File: config.mk
export PLATFORM = sky130hd
export DESIGN_NAME = clock_divide_controller
export DESIGN_NICKNAME = d
export VERILOG_FILES = /design/src/rtl/clock_divide_controller.sv
export SDC_FILE = /design/constraint.sdc
export NUM_CORES = 1
export LEC_CHECK = 0
export CORE_UTILIZATION = 59
export CTS_CLUSTER_DIAMETER = 40
export DETAILED_ROUTE_END_ITERATION = 6
export GPL_TIMING_DRIVEN = 0
export MAX_ROUTING_LAYER = met4
export PLACE_DENSITY = 0.81
export SYNTH_ARGS = -nofsm -noshare
export SYNTH_HDL_FRONTEND = slang
export SYNTH_SLANG_ARGS = --single-unit
File: constraint.sdc
create_clock -name i_clock -period 6.9 [get_ports i_clock]
set_clock_uncertainty 0.15 [all_clocks]
set_input_delay 2.07 -clock i_clock [delete_from_list [all_inputs] [get_ports i_clock]]
set_output_delay 2.07 -clock i_clock [all_outputs]
set_load 0.03 [all_outputs]
File: src/rtl/clock_divide_controller.sv
// Runtime-programmable clock divider: 50% duty o_clock of 2N i_clock cycles with glitch-free ratio updates.
// Optional period counter output enabled by defining CLKDIV_PERIOD_COUNT_EN.
module clock_divide_controller #(
   parameter int unsigned COUNT_WIDTH         = 16,
   parameter int unsigned DEFAULT_HALF_PERIOD = 5
) (
   input  logic                   i_clock,
   input  logic                   i_reset_n,
   input  logic                   i_enable,
   input  logic                   i_cfg_valid,
   input  logic [COUNT_WIDTH-1:0] i_cfg_half_period,
   output logic                   o_cfg_ready,
   output logic                   o_cfg_err,
   output logic                   o_clock,
   output logic                   o_tick,
   output logic                   o_running
`ifdef CLKDIV_PERIOD_COUNT_EN
   ,
   output logic [15:0]            o_period_count
`endif
);

   localparam int unsigned PCNT_WIDTH = 16;

   typedef enum logic [1:0] {
      S_IDLE = 2'd0,
      S_HIGH = 2'd1,
      S_LOW  = 2'd2
   } state_t;

   state_t                 state;
   state_t                 state_next;
   logic [COUNT_WIDTH-1:0] cnt;
   logic [COUNT_WIDTH-1:0] cnt_next;
   logic [COUNT_WIDTH-1:0] active_n;
   logic [COUNT_WIDTH-1:0] active_n_next;
   logic [COUNT_WIDTH-1:0] pend_n;
   logic [COUNT_WIDTH-1:0] pend_n_next;
   logic                   pend_vld;
   logic                   pend_vld_next;

   logic phase_end_c;
   logic low_end_c;
   logic xfer_c;
   logic cfg_zero_c;

   logic clock_d;
   logic tick_d;
   logic running_d;
   logic ready_d;
   logic err_d;

   assign phase_end_c = (state != S_IDLE) && (cnt == (active_n - COUNT_WIDTH'(1)));
   assign low_end_c   = (state == S_LOW) && phase_end_c;
   assign xfer_c      = i_cfg_valid && o_cfg_ready;
   assign cfg_zero_c  = (i_cfg_half_period == '0);

   // State and datapath registers
   always_ff @(posedge i_clock or negedge i_reset_n) begin
      if (!i_reset_n) begin
         state    <= S_IDLE;
         cnt      <= '0;
         active_n <= COUNT_WIDTH'(DEFAULT_HALF_PERIOD);
         pend_n   <= '0;
         pend_vld <= 1'b0;
      end else begin
         state    <= state_next;
         cnt      <= cnt_next;
         active_n <= active_n_next;
         pend_n   <= pend_n_next;
         pend_vld <= pend_vld_next;
      end
   end

   // Next-state, phase counter and config staging
   always_comb begin
      state_next    = state;
      cnt_next      = cnt;
      active_n_next = active_n;
      pend_n_next   = pend_n;
      pend_vld_next = pend_vld;

      case (state)
         S_IDLE: begin
            cnt_next = '0;
            if (i_enable) state_next = S_HIGH;
         end
         S_HIGH: begin
            if (phase_end_c) begin
               cnt_next   = '0;
               state_next = S_LOW;
            end else begin
               cnt_next = cnt + COUNT_WIDTH'(1);
            end
         end
         S_LOW: begin
            if (phase_end_c) begin
               cnt_next   = '0;
               state_next = i_enable ? S_HIGH : S_IDLE;
            end else begin
               cnt_next = cnt + COUNT_WIDTH'(1);
            end
         end
         default: begin
            cnt_next   = '0;
            state_next = S_IDLE;
         end
      endcase

      // Pending ratio lands on the period boundary before any same-edge transfer is staged
      if (low_end_c && pend_vld) begin
         active_n_next = pend_n;
         pend_vld_next = 1'b0;
      end
      if (xfer_c && !cfg_zero_c) begin
         if (state == S_IDLE) begin
            active_n_next = i_cfg_half_period;
         end else begin
            pend_n_next   = i_cfg_half_period;
            pend_vld_next = 1'b1;
         end
      end
   end

   // Output decode from the upcoming state so every output is a flop
   always_comb begin
      clock_d   = 1'b0;
      tick_d    = 1'b0;
      running_d = 1'b0;
      ready_d   = 1'b1;
      err_d     = 1'b0;

      clock_d   = (state_next == S_HIGH);
      tick_d    = (state_next == S_HIGH) && (state != S_HIGH);
      running_d = (state_next != S_IDLE);
      ready_d   = !pend_vld_next;
      err_d     = xfer_c && cfg_zero_c;
   end

   always_ff @(posedge i_clock or negedge i_reset_n) begin
      if (!i_reset_n) begin
         o_clock     <= 1'b0;
         o_tick      <= 1'b0;
         o_running   <= 1'b0;
         o_cfg_ready <= 1'b1;
         o_cfg_err   <= 1'b0;
      end else begin
         o_clock     <= clock_d;
         o_tick      <= tick_d;
         o_running   <= running_d;
         o_cfg_ready <= ready_d;
         o_cfg_err   <= err_d;
      end
   end

`ifdef CLKDIV_PERIOD_COUNT_EN
   // Completed periods, counted at each end of LOW; wraps naturally
   always_ff @(posedge i_clock or negedge i_reset_n) begin
      if (!i_reset_n) begin
         o_period_count <= '0;
      end else if (low_end_c) begin
         o_period_count <= o_period_count + PCNT_WIDTH'(1);
      end
   end
`endif

endmodule

# ---- Yosys cells after proc, flatten, opt, wreduce, memory -nomap -nowiden
# Index checks and enable logic that the tools add are counted.
dict set report op_classes {
  bitwise_logic 1
  eq_ne 5
  muxes 13
  addsub 2
  reduce_logical 15
}
# operator n
set ops {}
lappend ops {{two-way mux 16 bit} 5}
lappend ops {{adder 16 x 1 -> 16 bit, second input constant} 1}
lappend ops {{equality test 16 bit} 1}
lappend ops {{logical NOT 16 bit} 1}
lappend ops {{subtractor 16 x 1 -> 16 bit, second input constant} 1}
lappend ops {{logical AND 1 bit} 7}
lappend ops {{two-way mux 2 bit} 3}
lappend ops {{one-hot mux 2 bit (3 select lines)} 1}
lappend ops {{equality test 2 x 1 -> 1 bit, second input constant} 2}
lappend ops {{two-way mux 1 bit} 4}
lappend ops {{nonzero test 2 bit} 2}
lappend ops {{equality test 2 bit, second input constant} 1}
lappend ops {{logical NOT 1 bit} 2}
lappend ops {{logical NOT 2 bit} 1}
lappend ops {{!= test 2 x 1 -> 1 bit, second input constant} 1}
lappend ops {{AND reduction 2 bit} 1}
lappend ops {{OR reduction 2 bit} 1}
lappend ops {{NOT 1 bit} 1}
dict set report word_totals {
  word_cells 46
  input_bits 20
  regBits 56
  out_inout_bits 5
}

# ---- Longest topological paths before layout
dict set report depth {
  ltp_word 9
  mapped_depth 12
}

# ---- Worst setup path before layout
# No wires, ideal clock.
dict set report synth_timing {
  path_type {input to register}
  startpoint {input port i_cfg_half_period[1]}
  endpoint {register pend_n[10]}
  setup_time_ps 125
  t_arrival_ps 3424
  stages 6
  slack_ps 3202
  cell_sequence {nor4_1 > nand4_1 > nand3_1 > nor2_1 > clkbuf_1 > mux2_2}
}
dict set report synth_between {
  elab_chain_cells 4
}
# element line_no
set synth_lines {}
lappend synth_lines {{start, declared} 11} ;# input logic [COUNT_WIDTH-1:0] i_cfg_half_period,
lappend synth_lines {{logical NOT 16 bit} 56} ;# assign cfg_zero_c = (i_cfg_half_period == '0);
lappend synth_lines {{logical NOT 1 bit} 115} ;# if (xfer_c && !cfg_zero_c) begin
lappend synth_lines {{logical AND 1 bit} 115}
lappend synth_lines {{AND reduction 2 bit (no line)} -}
lappend synth_lines {{end signal, assigned} 70} ;# pend_n <= pend_n_next;
lappend synth_lines {{end, declared} 37} ;# logic [COUNT_WIDTH-1:0] pend_n;
# Every way passes these cells.
# A chain may end at the register's enable or synchronous reset.

# ---- Worst setup path in the final report
dict set report layout_timing {
  startpoint {input port i_cfg_half_period[13]}
  endpoint {register pend_n[13]}
}
dict set report layout_between {
  elab_chain_cells 4
}
# element line_no
set layout_lines {}
lappend layout_lines {{logical NOT 16 bit} 56}
lappend layout_lines {{logical NOT 1 bit} 115}
lappend layout_lines {{logical AND 1 bit} 115}
lappend layout_lines {{AND reduction 2 bit (no line)} -}
# Several ways; a longest one is shown, not always the timed one.

==> flow_summary.json <==
{
  "outcome": "finished, final reports clean",
  "async_flop_share_pct": 100,
  "p_per_area_nw_per_um2": 181,
  "critPathMaxFanout": 10,
  "cts_sinks": 56,
  "period_minus_slack_ps": 4340,
  "final_nets": 384,
  "cts_setup_buffers": 0,
  "clockBufferDepth": 2,
  "cap_violations": 0,
  "track_usage_pct": 28.0,
  "start_kind": "primary input",
  "endpoint_kind": "flop",
  "seqCellArea_sq_um": 1410,
  "yosysTopAreaCellShare_pct": 42.2,
  "syn_avg_cell_area_sq_um": 9.63,
  "ant_nets": 0,
  "dp_slack_ps": 2220,
  "fmax_mhz": 230,
  "yosys_warnings": 0,
  "area_delta_synth_final_pct": 13.8,
  "yosys.cell_types.count": 51,
  "port_buffers": 24,
  "fin_crit_sh_pct": 62.9,
  "ir_drop_mv": 0.148,
  "syn_inst": 326,
  "netlist_area_sq_um": 3140,
  "path_clk_slew_ps": 100,
  "worst_slack_ps": 2560,
  "hold_class": "reg -> reg",
  "fp.dieH_microns": 75.0,
  "htree_levels": 2,
  "via_per_inst": 5.93,
  "synth_most_common_cell": "dfrtp_1",
  "postCtsHoldBufs": 0,
  "yosys.area.top_type": "dfrtp_1",
  "cp.arrival_ps": 4400,
  "die-area_sq_um": 5620,
  "ys.flop_type": "dfrtp_1",
  "path_class": "in -> reg",
  "routabilityCongestion": 0.854,
  "ys_ff_latch": 56,
  "drive_gt1_share_pct": 11.4,
  "die_w_microns": 75.0,
  "cts_buffers": 5,
  "core_area_sq_um": 5110,
  "required_ps": 6960,
  "multiInputGateArea_sq_um": 1650,
  "yosysSeqAreaShare_pct": 44.7,
  "rsz0062_at_grt": "no",
  "first_iter_violations": 116,
  "wl_microns": 6640,
  "fillerInstances": 419,
  "io-pin-count": 25,
  "clk_latency_ps": 310,
  "cts-root-buf": "clkbuf_8",
  "row_count": 26,
  "grt_max_degree": 38,
  "setup_violations": 0,
  "synth-edff-count": 0,
  "synthTopCellsByCount": "53 x dfrtp_1, 41 x nand2_1, 29 x nand3_1",
  "globalRoute.totalOverflow": 0,
  "hpwl_microns": 5040,
  "drc_errors": 0,
  "hold_violations": 0,
  "num_vias": 2542,
  "wl_per_cell_microns": 15.5,
  "synth.area.top_cells": "dfrtp_1 42%, mux2_2 6.1%, nand2_1 4.9%, xnor2_1 4.7%, nand3_1 4.6%",
  "cts_tree": "built",
  "cts_resized": 0,
  "tightest_slew_ps": 620,
  "syn_nets": 352,
  "setup_tns_ps": 0,
  "power.leakage_uw": 0.00157,
  "grt_pass1_vias": 2469,
  "start_util_pct": 61.5,
  "slew_violations": 0,
  "antenna_found_initial": 0,
  "dr.pass1.iters": 4,
  "antenna_cells": 0,
  "grt_pass1_wl_microns": 11400,
  "max_slew_margin_pct": 58.7
}
-- cell type report --
cell class | instances | share of cell area, %
plain buffers | 14 | 1.68
clock buffers | 5 | 1.93
clock inverters | 3 | 0.630
inverters | 8 | 0.840
multi-input cells | 248 | 46.0
flip-flops and latches | 56 | 39.3
well taps | 70 | 2.45
repair buffers | 25 | 7.14
-- kinds of logic after synthesis --
group,after synthesis,share of synthesized area (%)
adders and majority gates,6,2.39
muxes,20,7.05
and+or+nand+nor,148,23.7
DFF,56,44.7
AOI/OAI and AO/OA,41,10.0
buffers and inverters,22,2.87
xor gates and xnor gates,33,9.20
-- final timing paths --
path | cells after the start | slack, ps | startpoint | endpoint
worst max-delay path | 7 | 2560 | i_cfg_half_period[13] | pend_n[13]
worst min-delay path | 1 | 370 | pend_n[15] | pend_n[15]
worst max register to register | 10 | 3330 | active_n[0] | o_tick
worst min register to register | 1 | 370 | pend_n[15] | pend_n[15]
max in group asynchronous | 2 | 4450 | i_reset_n | o_cfg_ready
min in group asynchronous | 1 | 1540 | i_reset_n | cnt[14]
-- per-layer routing --
layer  track usage (%)  routed length (microns)  up-vias
li1                  -                        -     1227
met1              36.3                     3050     1224
met2              45.0                     3170       75
met3              4.42                      292       16
met4              9.43                      127        0
met5                 -                        0        -
-- stage by stage --
step	hold WS (ps)	std cells	total power [uW]	util [%]	area, sq um
floorplan	331	326	431	-	3140
global placement	341	420	461	67.9	3470
detailed placement	346	421	469	68.2	3480
CTS	372	429	651	70.0	3570
global route	390	429	677	70.0	3570
finish	369	429	646	70.0	3570
-- flip-flops by register name, summed over array words and instances (netlist names) --
name / cells
o_clock: 1
o_tick: 1
cnt: 16
o_cfg_ready: 1
pend_vld: 1
active_n: 16
o_cfg_err: 1
o_running: 1
pend_n: 16
state: 2
-- worst max-delay path, stage by stage --
cell	delay [ps]
clkdlybuf4s50_1	530
nor4_1	90
nand4_1	140
nand3_1	120
nor2_1	470
clkbuf_1	550
mux2_2	420
-- power breakdown --
part,switching (uW),internal (uW)
registers,19.2,364
clock network,110,73.0
logic,35.6,44.2
-- cells in the final DEF, fill, tap and decap left out, types with 2 or more instances in the layout --
cell type	instances
buf_2	6
o211ai_1	15
nor2b_1	2
ha_1	6
dfrtp_1	53
nand3_1	29
o21ai_0	5
nor3_1	8
nand2_1	41
clkbuf_8	5
mux2_2	17
clkdlybuf4s50_1	23
mux2i_1	3
xor2_1	16
a21oi_1	4
clkbuf_1	7
inv_1	8
nand4b_1	2
and2_1	3
nor2_1	27
nor3b_1	2
xnor2_1	17
a211o_1	3
nand3b_1	2
nand2b_1	2
nand4_1	5
dfstp_2	3
and3_1	8
nor4_1	6
or4b_1	2
or4_1	3
(Power assumes the default switching activity.)
